**src/rtl/serial_adder_pkg.sv**
```systemverilog
// ---------------------------------------------------------------------------
// serial_adder_pkg
//   Shared definitions for the bit-serial adder controller: FSM state
//   encodings and the counter-width helper.
//   Ports: none (package).
// ---------------------------------------------------------------------------
package serial_adder_pkg;

  localparam logic [1:0] ST_IDLE = 2'd0;
  localparam logic [1:0] ST_RUN  = 2'd1;
  localparam logic [1:0] ST_DONE = 2'd2;

  typedef enum logic [1:0] {
    S_IDLE = ST_IDLE,
    S_RUN  = ST_RUN,
    S_DONE = ST_DONE
  } state_e;

  // Bit-slice counter width; never narrower than one bit.
  function automatic int cnt_w(input int width);
    if ($clog2(width) < 1) return 1;
    return $clog2(width);
  endfunction

endpackage

```
**src/rtl/serial_adder_ctrl_if.sv**
```systemverilog
// ---------------------------------------------------------------------------
// serial_adder_ctrl_if
//   Request/result handshake bundle of the serial adder controller.
//   master : requester side (drives operands, abort, res_ready)
//   slave  : controller side (drives start_ready, result, busy)
//   Signals: start_valid/start_ready, op_a, op_b, carry_in, abort,
//            res_valid/res_ready, res_sum, res_cout, busy.
// ---------------------------------------------------------------------------
interface serial_adder_ctrl_if #(
  parameter int WIDTH = 8
);

  logic             start_valid;
  logic             start_ready;
  logic [WIDTH-1:0] op_a;
  logic [WIDTH-1:0] op_b;
  logic             carry_in;
  logic             abort;
  logic             res_valid;
  logic             res_ready;
  logic [WIDTH-1:0] res_sum;
  logic             res_cout;
  logic             busy;

  modport master (
    output start_valid, op_a, op_b, carry_in, abort, res_ready,
    input  start_ready, res_valid, res_sum, res_cout, busy
  );

  modport slave (
    input  start_valid, op_a, op_b, carry_in, abort, res_ready,
    output start_ready, res_valid, res_sum, res_cout, busy
  );

endinterface

```
**src/rtl/adder_1bit.sv**
```systemverilog
// ---------------------------------------------------------------------------
// adder_1bit
//   Single full-adder cell.
//   Ports: input1, input2, carryin (in); sum, carryout (out).
// ---------------------------------------------------------------------------
module adder_1bit (
  input  logic input1,
  input  logic input2,
  input  logic carryin,
  output logic sum,
  output logic carryout
);

  assign sum      = input1 ^ input2 ^ carryin;
  assign carryout = (input1 & input2) | (carryin & (input1 ^ input2));

endmodule

```
**src/rtl/serial_adder_ctrl.sv**
```systemverilog
// ---------------------------------------------------------------------------
// serial_adder_ctrl
//   Bit-serial WIDTH-bit adder. One adder_1bit cell is reused for WIDTH
//   cycles, LSB first, with the carry registered between slices.
//   Ports:
//     clk   in  system clock, rising edge
//     rst_n in  asynchronous reset, active-low
//     bus   slave modport of serial_adder_ctrl_if (request/result handshakes,
//           abort, busy)
// ---------------------------------------------------------------------------
module serial_adder_ctrl
  import serial_adder_pkg::*;
#(
  parameter int WIDTH = 8
) (
  input  logic                 clk,
  input  logic                 rst_n,
  serial_adder_ctrl_if.slave   bus
);

  localparam int             CW   = cnt_w(WIDTH);
  localparam logic [CW-1:0]  LAST = CW'(WIDTH - 1);

  state_e           state_q;
  state_e           state_d;
  logic [WIDTH-1:0] a_sr;
  logic [WIDTH-1:0] b_sr;
  logic [WIDTH-1:0] sum_sr;
  logic             c_r;
  logic [CW-1:0]    cnt;
  logic             cell_sum;
  logic             cell_cout;
  logic             accept;

  // start_ready is exactly "state is IDLE", so this is the request handshake.
  assign accept = (state_q == S_IDLE) && bus.start_valid;

  adder_1bit u_cell (
    .input1   (a_sr[0]),
    .input2   (b_sr[0]),
    .carryin  (c_r),
    .sum      (cell_sum),
    .carryout (cell_cout)
  );

  always_ff @(posedge clk or negedge rst_n) begin
    if (!rst_n) begin
      state_q <= S_IDLE;
    end else begin
      state_q <= state_d;
    end
  end

  // Abort wins over both the last RUN slice and a DONE result handshake.
  always_comb begin
    state_d = state_q;
    case (state_q)
      S_IDLE: if (bus.start_valid)   state_d = S_RUN;
      S_RUN: begin
        if (bus.abort)               state_d = S_IDLE;
        else if (cnt == LAST)        state_d = S_DONE;
      end
      S_DONE: begin
        if (bus.abort)               state_d = S_IDLE;
        else if (bus.res_ready)      state_d = S_IDLE;
      end
      default:                       state_d = S_IDLE;
    endcase
  end

  // Operand and sum shift registers: each RUN cycle consumes bit 0 of the
  // operands and inserts the new sum bit at the top, so after WIDTH slices
  // the first sum bit has travelled down to bit 0.
  always_ff @(posedge clk or negedge rst_n) begin
    if (!rst_n) begin
      a_sr   <= '0;
      b_sr   <= '0;
      sum_sr <= '0;
      c_r    <= 1'b0;
      cnt    <= '0;
    end else if (accept) begin
      a_sr   <= bus.op_a;
      b_sr   <= bus.op_b;
      sum_sr <= '0;
      c_r    <= bus.carry_in;
      cnt    <= '0;
    end else if (state_q == S_RUN) begin
      a_sr   <= {1'b0, a_sr[WIDTH-1:1]};
      b_sr   <= {1'b0, b_sr[WIDTH-1:1]};
      sum_sr <= {cell_sum, sum_sr[WIDTH-1:1]};
      c_r    <= cell_cout;
      cnt    <= cnt + CW'(1);
    end
  end

  // Outputs decode registered state only; the result is zeroed outside DONE
  // so partially shifted sums never appear on the port.
  always_comb begin
    bus.start_ready = (state_q == S_IDLE);
    bus.busy        = (state_q != S_IDLE);
    bus.res_valid   = (state_q == S_DONE);
    bus.res_sum     = (state_q == S_DONE) ? sum_sr : '0;
    bus.res_cout    = (state_q == S_DONE) && c_r;
  end

endmodule

```
**src/flat_wrapper.sv**
```systemverilog
// flat-port wrapper written by rule: the top's interface ports become plain ports
module serial_adder_ctrl_flat import serial_adder_pkg::*;
#(
  parameter int WIDTH = 8
)
  (clk, rst_n, bus_start_valid, bus_op_a, bus_op_b, bus_carry_in, bus_abort, bus_res_ready, bus_start_ready, bus_res_valid, bus_res_sum, bus_res_cout, bus_busy);
  serial_adder_ctrl_if #(.WIDTH(WIDTH)) bus_i ();
  input  logic clk;
  input  logic rst_n;
  input wire logic [$bits(bus_i.start_valid)-1:0] bus_start_valid;
  input wire logic [$bits(bus_i.op_a)-1:0] bus_op_a;
  input wire logic [$bits(bus_i.op_b)-1:0] bus_op_b;
  input wire logic [$bits(bus_i.carry_in)-1:0] bus_carry_in;
  input wire logic [$bits(bus_i.abort)-1:0] bus_abort;
  input wire logic [$bits(bus_i.res_ready)-1:0] bus_res_ready;
  output wire logic [$bits(bus_i.start_ready)-1:0] bus_start_ready;
  output wire logic [$bits(bus_i.res_valid)-1:0] bus_res_valid;
  output wire logic [$bits(bus_i.res_sum)-1:0] bus_res_sum;
  output wire logic [$bits(bus_i.res_cout)-1:0] bus_res_cout;
  output wire logic [$bits(bus_i.busy)-1:0] bus_busy;
  assign bus_i.start_valid = bus_start_valid;
  assign bus_i.op_a = bus_op_a;
  assign bus_i.op_b = bus_op_b;
  assign bus_i.carry_in = bus_carry_in;
  assign bus_i.abort = bus_abort;
  assign bus_i.res_ready = bus_res_ready;
  assign bus_start_ready = bus_i.start_ready;
  assign bus_res_valid = bus_i.res_valid;
  assign bus_res_sum = bus_i.res_sum;
  assign bus_res_cout = bus_i.res_cout;
  assign bus_busy = bus_i.busy;
  serial_adder_ctrl #(.WIDTH(WIDTH)) u_core (.clk(clk), .rst_n(rst_n), .bus(bus_i));
endmodule
```
**config.mk**
```make
export PLATFORM = sky130hd
export DESIGN_NAME = serial_adder_ctrl_flat
export DESIGN_NICKNAME = d
export VERILOG_FILES = /design/src/rtl/serial_adder_pkg.sv /design/src/rtl/serial_adder_ctrl_if.sv /design/src/rtl/adder_1bit.sv /design/src/rtl/serial_adder_ctrl.sv /design/src/flat_wrapper.sv
export SDC_FILE = /design/constraint.sdc
export NUM_CORES = 1
export LEC_CHECK = 0
export CAP_MARGIN = 20
export CORE_AREA = 2 2 72 81
export CTS_BUF_LIST = sky130_fd_sc_hd__clkbuf_8
export CTS_CLUSTER_DIAMETER = 60
export DETAILED_ROUTE_END_ITERATION = 16
export DIE_AREA = 0 0 74 83
export DONT_BUFFER_PORTS = 1
export PLACE_DENSITY_LB_ADDON = 0.15
export SLEW_MARGIN = 20
export SYNTH_ARGS = -nofsm -noshare
export SYNTH_HDL_FRONTEND = slang
export SYNTH_SLANG_ARGS = --single-unit
```
**constraint.sdc**
```tcl
create_clock -name clk -period 1.7 [get_ports clk]
set_input_delay 0.34 -clock clk [delete_from_list [all_inputs] [get_ports clk]]
set_output_delay 0.34 -clock clk [all_outputs]
set_load 0.02 [all_outputs]
```
Word level (Yosys, flattened, before mapping)
Index checks and enable logic that the tools add are counted.

Bitwise operators: 5. Reductions and logical operators: 6. Magnitude comparators: 0. Divide/modulo/power cells: 0. $add $sub $neg: 1. Shift operators: 0. Multiply operators: 0. Equal/unequal tests: 6. Mux-type cells: 17.

Operators by type and width (number): $mux W8 (7); $mux W2 (5); $mux W3 (2); $pmux W2 S3 (1); $reduce_bool A2 Y1 (2); $add A3 B1 Y3 const B (1); $eq A3 B3 Y1 const B (1); $ne A3 B2 Y1 const B (1); $ne A3 B3 Y1 const B (1); $reduce_and A3 Y1 (1); $and A1 B1 Y1 (2); $eq A2 B1 Y1 const B (1); $eq A2 B2 Y1 const B (1); $logic_and A1 B1 Y1 (2); $logic_not A2 Y1 (1); $mux W1 (2); $ne A2 B2 Y1 const B (1); $xor A1 B1 Y1 (2); $or A1 B1 Y1 (1).

Register bits after elaboration: 30. Memories: 0. Bits in writable memories: 0. Bits in latches: 0. Input bits: 22. ROM bits: 0. Logic and storage cells: 41. Output and inout port bits: 12.

Logic depth before layout (Yosys ltp)
Gate-level depths: netlist of the first run.

Word-level depth: 5. Gate-level depth with buffers: 5. Depth with buffers taken out: 4.

Hierarchy
Synthesis of the first run repeated with hierarchy kept, for this count alone.

Cell total of the unflattened synthesis: 115. Area total of the unflattened synthesis: 1487.7 um^2.

By module, submodules not included: serial_adder_ctrl (times used 1, area an instance 1467.7 um^2, cells an instance 114); adder_1bit (times used 1, area an instance 20.0 um^2, cells an instance 1).

Worst setup path before layout of the first run
No wires, ideal clock.

Path kind: register to output. From: reg u_core.state_q[0]. To: out bus_res_cout. Arrival: 1221 ps. Cell stages (with the launch flop): 5. Path slack: 139 ps. Data required time: 1360 ps. Cell sequence: dfrtp_1 -> buf_6 -> nor2b_1 -> clkbuf_1 -> and2_1.

Longest elaborated chain between the ends: 2.

Ends and longest elaborated chain: start: declaration (RTL line serial_adder_ctrl.sv:24) `state_e state_q;`; start signal: assignment (RTL line serial_adder_ctrl.sv:50) `state_q <= state_d;`; $eq A2 B2 Y1; net bus_res_valid (RTL line flat_wrapper.sv:17) `output wire logic [$bits(bus_i.res_valid)-1:0] bus_res_valid;`; $logic_and A1 B1 Y1 (RTL line serial_adder_ctrl.sv:103) `bus.res_cout = (state_q == S_DONE) && c_r;`; end: declaration (RTL line flat_wrapper.sv:19) `output wire logic [$bits(bus_i.res_cout)-1:0] bus_res_cout;`.

The timed path passes the listed nets, and every way through them passes these cells.

Final worst setup path of the first run
From: reg u_core.state_q[0]. To: out bus_res_cout.

Longest elaborated chain between the ends: 2.

Ends and longest elaborated chain (RTL line): $eq A2 B2 Y1 (serial_adder_ctrl.sv:103); $logic_and A1 B1 Y1 (serial_adder_ctrl.sv:103).

Every way passes these cells.

==> results of run 1 <==
==> cells by family after synthesis <==
family,synth area share [%]
AOI/OAI and AO/OA,20.5
adders and majority gates,3.03
buffers and inverters,5.47
DFF,50.5
muxes,0.673
and+or+nand+nor,19.8
==> final timing paths <==
path | endpoint | slack [ns] | depth (start not counted)
max | bus_res_cout | 0.09 | 3
min | u_core.state_q[1] | 0.12 | 1
max reg2reg | u_core.c_r | 0.27 | 3
min reg2reg | u_core.cnt[0] | 0.49 | 1
max in group asynchronous | u_core.b_sr[1] | 1.03 | 2
min in group asynchronous | u_core.sum_sr[2] | 0.50 | 2
==> metal layers <==
layer	wire, um	track usage (%)
met5	0	0
met4	50	4.46
met3	192	4.61
met2	1430	15.9
met1	1350	14.1
==> timing repair <==
item	CTS	global route
hold endpoints to repair	30	0
setup buffers	0	0
hold buffers	2	0
==> per-stage QoR <==
stage | power [uW] | worst slack, ns
after floorplan | 1480 | 0.139
after global placement | 1590 | 0.335
after detailed placement | 1610 | 0.271
after CTS | 2230 | 0.0565
after global routing | 2340 | 0.00579
final | 2190 | 0.0872
==> synth_stat cells (all sizes together) (2+ instances only) <==
master / number / share of area (%)
clkbuf: 4 / 1.2
nor3b: 2 / 1.0
o221a: 15 / 11
a21oi: 2 / 0.67
a211o: 2 / 1.2
and2: 9 / 3.8
or3b: 2 / 1.2
buf: 9 / 4.0
a22o: 10 / 5.9
dfrtp: 30 / 50
or4b: 15 / 10
ha: 2 / 1.7
nor2b: 2 / 0.84
nor4bb: 2 / 1.3
nand2b: 2 / 0.84
==> worst register-to-register path, cell delays in order (launching register included) <==
cell	delay, ns
dfrtp_1	0.39
buf_4	0.21
or4b_1	0.58
o221a_2	0.15
==> layout make-up <==
cell class | count | area [um2] | area share [%]
sequential | 30 | 751 | 44.0
multi-input combinational | 71 | 656 | 38.4
timing repair buffer | 11 | 110 | 6.46
tap | 75 | 93.8 | 5.50
clock buffer | 6 | 82.6 | 4.84
clock inverter | 2 | 8.76 | 0.514
inverter | 1 | 3.75 | 0.220
==> state kept, by name (all words and copies together), names as in the netlist <==
register and flops:
u_core.c_r 1, u_core.sum_sr 8, u_core.state_q 2, u_core.b_sr 8
u_core.cnt 3, u_core.a_sr 8
==> where the power goes <==
| group | internal [uW] | switching, uW | leakage (uW) | total [uW] |
|---|---|---|---|---|
| Clock | 320 | 261 | 0.0000524 | 581 |
| Sequential | 922 | 142 | 0.000365 | 1060 |
| Combinational | 313 | 229 | 0.000306 | 542 |
==> impl_metrics.yaml, run 1 <==
outcome:
  status: "complete, no violations"
grt:
  antenna_found_initial: 0
  grt_pass1_vias: 1040
  grt_pass1_wl_um: 5100
  track_usage_pct: 10.9
  grt_max_degree: 31
  overflow: 0
placement:
  postPlaceCellArea_um2: 1580
  dp.cells: 186
  gp_congestion: 0.674
  port_buffers: 0
  post-dp-hpwl_um: 2020
clocking:
  cts_sinks: 30
  htree_levels: 2
  clock-root-buffer: "clkbuf_8"
  max-clock-path-buffers: 2
  cts_resized: 0
  cts_tree: "done"
  cts_inserted_buffers: 5
  worstSkewPairLatency_ns: 0.28
  clkTransAtPathRegs_ns: 0.06
finish:
  fill_cells: 531
  drive_gt1_share_pct: 27.3
  final_nets: 145
  fin_area_um2: 1710
  final_common_cell: "dfrtp_1"
  final_core_util_pct: 32.2
  final_cells: 196
  area_delta_synth_final_pct: 14.6
  final_cell_mix: "dfrtp_1 (30), or4b_1 (15), o221a_2 (15)"
  n_antenna_cell: 0
yosys:
  synth_ff_type: "dfrtp_1"
  yosys_register_bits: 30
  yosysSeqAreaShare_pct: 50.5
  syn_inst: 115
  ys_types: 25
  synth_nets: 140
  syn_area_um2: 1490
  ys_warn_count: 0
  synth_area_per_cell_um2: 12.9
  async_reset_ff_share_pct: 100
  synth_edf_count: 0
timing:
  period_minus_slack_ns: 1.61
  max_clock_freq_mhz: 620
  hold-worst-slack_ns: 0.124
  hold_viol_final: 0
  tns_ns: 0
  period_share_pct: 94.9
  rsz0062_at_grt: "false"
  finalMaxSlewViolations: 0
  skew_ns: 0.00297
  worst_pin_slew_ns: 0.644
  setup_viol: 0
  slew_headroom_pct: 57.0
critical_path:
  endpoint_kind: "primary output"
  worstPathCellList: "nor2b_1 > buf_4 > and2_1"
  crit_family: "flip-flops"
  timing.critical_path.from: "u_core.state_q[0]"
  path_max_fanout: 10
  path_class: "flip-flop to primary output"
  start_kind: "flip-flop"
  slowest_delay_ns: 0.43
  slowest_stage: "dfrtp_1"
  reg2reg_from: "u_core.state_q[1]"
  arrival_ns: 1.27
  crit_required_ns: 1.36
  path_buf_inv: 1
routing:
  first_pass_iters: 4
  drc_errors: 0
  vias: 997
  viasPerCell: 5.09
  routed_wl_um: 3020
  routedWlPerCell_um: 15.4
  drt_iter0_drc: 39
  ant_nets: 0
floorplanning:
  die_h_um: 83
  dieArea_um2: 6140
  io-pin-count: 34
  core_region_area_um2: 5290
  die_x_um: 74
  start_util_pct: 28.1
  rows: 28
pwr:
  p_per_area_nw_per_um2: 1280
  ir_worst_vdd_mv: 0.426
  p_leak_uw: 0.000723
worst_hold_path:
  hp-class: "input port to flip-flop"
  min_from: "bus_abort"
run:
  maxCapViolCount: 0
(Power assumes the default switching activity.)
==> run 2: changes to the inputs <==
--- a/config.mk
+++ b/config.mk
@@ -5,6 +5,7 @@
 export SDC_FILE = /design/constraint.sdc
 export NUM_CORES = 1
 export LEC_CHECK = 0
+export ABC_CLOCK_PERIOD_IN_PS = 1700
 export CAP_MARGIN = 20
 export CORE_AREA = 2 2 72 81
 export CTS_BUF_LIST = sky130_fd_sc_hd__clkbuf_8
@@ -13,6 +14,7 @@
 export DIE_AREA = 0 0 74 83
 export DONT_BUFFER_PORTS = 1
 export PLACE_DENSITY_LB_ADDON = 0.15
+export SETUP_SLACK_MARGIN = 0.1
 export SLEW_MARGIN = 20
 export SYNTH_ARGS = -nofsm -noshare
 export SYNTH_HDL_FRONTEND = slang
==> impl_metrics.yaml, run 2 (synthesis gave the netlist of run 1 again) <==
timing:
  tns_ns: 0
  rsz0062_at_grt: "false"
  period_minus_slack_ns: 1.53
  period_share_pct: 89.9
  skew_ns: 0.00325
  hold_viol_final: 0
  worst_pin_slew_ns: 0.660
  slew_headroom_pct: 55.9
  finalMaxSlewViolations: 0
  setup_viol: 0
  max_clock_freq_mhz: 655
worst_hold_path:
  hp-class: "input port to flip-flop"
  hold_path_end: "u_core.state_q[1]"
  holdPathStages: 1
  min_from: "bus_abort"
grt:
  track_usage_pct: 11.0
  grt_max_degree: 31
  overflow: 0
  antenna_found_initial: 0
  grt_pass1_wl_um: 5130
  grt_pass1_vias: 1049
critical_path:
  arrival_ns: 1.19
  path_class: "flip-flop to primary output"
  reg2reg_from: "u_core.state_q[1]"
  slowest_stage: "dfrtp_2"
  worstPathCellList: "nor2b_4 > buf_2 > and2_4"
  start_kind: "flip-flop"
  crit_required_ns: 1.36
  path_max_fanout: 5
  r2r-end: "u_core.c_r"
  endpoint_kind: "primary output"
  r2r_cells: 3
  r2r_setup_slack_ns: 0.25
  slowest_delay_ns: 0.44
finish:
  drive_gt1_share_pct: 38.2
  final_cell_mix: "dfrtp_1 (29), or4b_1 (15), o221a_2 (15)"
  final_nets: 147
  final_common_cell: "dfrtp_1"
  n_antenna_cell: 0
  final_core_util_pct: 33.1
  largestRegisters: "u_core.a_sr: 8 flops, u_core.b_sr: 8 flops, u_core.sum_sr: 8 flops"
  area_delta_synth_final_pct: 17.7
  final_cells: 198
run:
  maxCapViolCount: 0
clocking:
  htree_levels: 2
  clkTransAtPathRegs_ns: 0.06
  clock-root-buffer: "clkbuf_8"
  max-clock-path-buffers: 2
  cts_sinks: 30
  cts_tree: "done"
  cts_inserted_buffers: 5
  worstSkewPairLatency_ns: 0.28
pwr:
  p_leak_uw: 0.000745
  p_per_area_nw_per_um2: 1260
  ir_worst_vdd_mv: 0.425
routing:
  drc_errors: 0
  drt_iter0_drc: 40
  ant_nets: 0
  vias: 997
  first_pass_iters: 4
  viasPerCell: 5.04
  routedWlPerCell_um: 15.6
  routed_wl_um: 3080
placement:
  port_buffers: 0
  gp_congestion: 0.674
  dp.cells: 186
  post-dp-hpwl_um: 2020
floorplanning:
  die_x_um: 74
  core_region_area_um2: 5290
  dieArea_um2: 6140
  rows: 28
  io-pin-count: 34
  start_util_pct: 28.1
  die_h_um: 83
outcome:
  status: "complete, no violations"
## run 2: cell type report
| cell class | count | area (um2) |
|---|---|---|
| fill | 529 | 3540 |
| sequential | 30 | 752 |
| multi-input combinational | 71 | 688 |
| timing repair buffer | 13 | 123 |
| tap | 75 | 93.8 |
| clock buffer | 6 | 82.6 |
| clock inverter | 2 | 8.76 |
| inverter | 1 | 3.75 |
## run 2: worst max-delay path: cells and delay by family (launching register included)
kind / cells / cell delay [ns]
buf+inv: 1 / 0.16
flops: 1 / 0.44
simple gates: 2 / 0.31
## run 2: repair_timing
item	4_1_cts	5_1_grt
endpoints found under the hold margin	30	0
hold buffers	2	0
gates cloned	0	1
endpoints found under the setup margin	9	9
resized for setup	9	14
setup buffers	0	1
## run 2: power by group
part / total [uW] / switching (uW) / leakage (uW) / internal, uW
sequential: 1070 / 147 / 0.000364 / 923
clock: 583 / 263 / 0.0000524 / 320
combinational: 555 / 234 / 0.000329 / 322
total: 2210 / 643 / 0.000745 / 1570
## run 2: routing by layer
metal	up-vias	part of all wire (%)	track usage, %
met5	-	0	0
met4	0	1.6	4.46
met3	5	6.4	4.61
met2	29	47	16.1
met1	498	45	14.1
li1	465	-	-
## run 2: worst max-delay path by stage
stage / endpoint / start
after floorplan: bus_res_cout / u_core.state_q[0]
after global placement: u_core.c_r / u_core.state_q[1]
after detailed placement: u_core.c_r / u_core.state_q[1]
after CTS: bus_res_cout / u_core.state_q[0]
after global routing: bus_res_sum[5] / u_core.state_q[0]
final: bus_res_sum[4] / u_core.state_q[0]
## run 2: through the flow
step	setup slack [ns]	power, uW	cell area, um2	hold WS (ns)
detailed placement	0.271	1610	1580	0.0452
floorplan	0.139	1480	1490	0.0444
finish	0.172	2210	1750	0.124
global route	0.111	2360	1750	0.110
global placement	0.335	1590	1580	0.0452
CTS	0.104	2230	1720	0.113
==> run 3: changes to the inputs <==
--- a/config.mk
+++ b/config.mk
@@ -7,14 +7,15 @@
 export LEC_CHECK = 0
 export ABC_CLOCK_PERIOD_IN_PS = 1700
 export CAP_MARGIN = 20
-export CORE_AREA = 2 2 72 81
+export CORE_AREA = 10 10 80 89
 export CTS_BUF_LIST = sky130_fd_sc_hd__clkbuf_8
 export CTS_CLUSTER_DIAMETER = 60
 export DETAILED_ROUTE_END_ITERATION = 16
-export DIE_AREA = 0 0 74 83
+export DIE_AREA = 0 0 90 99
 export DONT_BUFFER_PORTS = 1
 export PLACE_DENSITY_LB_ADDON = 0.15
 export SETUP_SLACK_MARGIN = 0.1
+export SKIP_LAST_GASP = 1
 export SLEW_MARGIN = 20
 export SYNTH_ARGS = -nofsm -noshare
 export SYNTH_HDL_FRONTEND = slang
==> impl_metrics.yaml, run 3 (synthesis gave the netlist of run 1 again) <==
outcome:
  status: "complete, no violations"
critical_path:
  start_kind: "flip-flop"
  r2r-end: "u_core.b_sr[1]"
  r2r_setup_slack_ns: 0.30
  crit_required_ns: 1.36
  arrival_ns: 1.19
  endpoint_kind: "primary output"
  slowest_delay_ns: 0.39
  path_max_fanout: 10
  path_class: "flip-flop to primary output"
  reg2reg_from: "u_core.state_q[1]"
  slowest_stage: "dfrtp_1"
  worstPathCellList: "nor2b_1 > buf_4 > and2_2"
  r2r_cells: 3
clocking:
  cts_inserted_buffers: 5
  clkTransAtPathRegs_ns: 0.06
  post_cts_buffers: 0
  max-clock-path-buffers: 2
  worstSkewPairLatency_ns: 0.27
  cts_sinks: 30
  htree_levels: 2
  clock-root-buffer: "clkbuf_8"
  cts_tree: "done"
floorplanning:
  start_util_pct: 28.1
  die_x_um: 90
  rows: 28
  die_h_um: 99
  dieArea_um2: 8910
  core_region_area_um2: 5290
  io-pin-count: 34
grt:
  track_usage_pct: 7.76
  antenna_found_initial: 1
  grt_pass1_wl_um: 5580
  grt_pass1_vias: 1045
  grt_max_degree: 31
  overflow: 0
pwr:
  p_leak_uw: 0.000732
  power_uw: 2190
  p_per_area_nw_per_um2: 1270
  ir_worst_vdd_mv: 0.439
timing:
  worst_pin_slew_ns: 0.687
  hold_viol_final: 0
  setup_viol: 0
  slew_headroom_pct: 54.1
  period_minus_slack_ns: 1.53
  rsz0062_at_grt: "true"
  finalMaxSlewViolations: 0
  period_share_pct: 90.0
  tns_ns: 0
  skew_ns: 0.00590
  max_clock_freq_mhz: 654
  worst_slack_ns: 0.170
finish:
  final_common_cell: "dfrtp_1"
  fin_area_um2: 1720
  drive_gt1_share_pct: 36.1
  final_cell_mix: "dfrtp_1 (30), or4b_1 (15), o221a_2 (15)"
  final_core_util_pct: 32.5
  area_delta_synth_final_pct: 15.5
  largestRegisters: "u_core.a_sr: 8 flops, u_core.b_sr: 8 flops, u_core.sum_sr: 8 flops"
  final_nets: 146
routing:
  drc_errors: 0
  routedWlPerCell_um: 16.9
  routed_wl_um: 3350
  drt_iter0_drc: 48
  first_pass_iters: 4
  viasPerCell: 4.97
  ant_nets: 0
  vias: 984
placement:
  place_ws_ns: 0.305
  post-dp-hpwl_um: 2320
  gp_congestion: 0.694
  port_buffers: 0
  postPlaceCellArea_um2: 1580
worst_hold_path:
  holdPathStages: 1
  min_from: "bus_abort"
  hold_path_end: "u_core.state_q[1]"
  hp-class: "input port to flip-flop"
run:
  maxCapViolCount: 0
-- run 3: timing repair --
| action | CTS | global route |
|---|---|---|
| resized for setup | 0 | 11 |
| hold buffers | 2 | 0 |
| endpoints found under the setup margin | 0 | 11 |
| hold endpoints to repair | 30 | 0 |
-- run 3: worst max path at each step --
| stage | to | from |
|---|---|---|
| CTS | bus_res_sum[7] | u_core.state_q[0] |
| global route | bus_res_sum[5] | u_core.state_q[0] |
| finish | bus_res_sum[7] | u_core.state_q[1] |
| global placement | u_core.c_r | u_core.state_q[0] |
| floorplan | bus_res_cout | u_core.state_q[0] |
| detailed placement | u_core.a_sr[0] | u_core.state_q[1] |
-- run 3: where the power goes --
group / total, uW / switching [uW] / internal (uW) / leakage [uW]
logic: 541 / 233 / 308 / 0.000315
clock network: 581 / 261 / 320 / 0.0000524
registers: 1060 / 143 / 922 / 0.000365
-- run 3: layer usage --
metal | routed length (um) | global-route usage, %
met5 | 0 | 0
met4 | 8 | 2.94
met3 | 292 | 4.70
met2 | 1550 | 11.9
met1 | 1490 | 8.63
-- run 3: critical path, delay by kind of cell (launching register included) --
kind | cells | cell delay, ns
simple gates | 2 | 0.37
buf+inv | 1 | 0.16
flops | 1 | 0.39
-- run 3: area by class of cell --
| type | count | area, um2 |
|---|---|---|
| Antenna cell | 1 | 2.50 |
| Clock buffer | 6 | 82.6 |
| Clock inverter | 2 | 8.76 |
| Fill cell | 522 | 3570 |
| Inverter | 1 | 3.75 |
| Multi-Input combinational cell | 71 | 671 |
| Sequential cell | 30 | 751 |
| Tap cell | 75 | 93.8 |
| Timing Repair Buffer | 12 | 105 |
-- run 3: through the flow --
step	hold slack, ns	instances
2_1_floorplan	0.0444	115
3_3_place_gp	0.0456	187
3_5_place_dp	0.0456	187
4_1_cts	0.107	197
5_1_grt	0.101	197
6_report	0.121	198
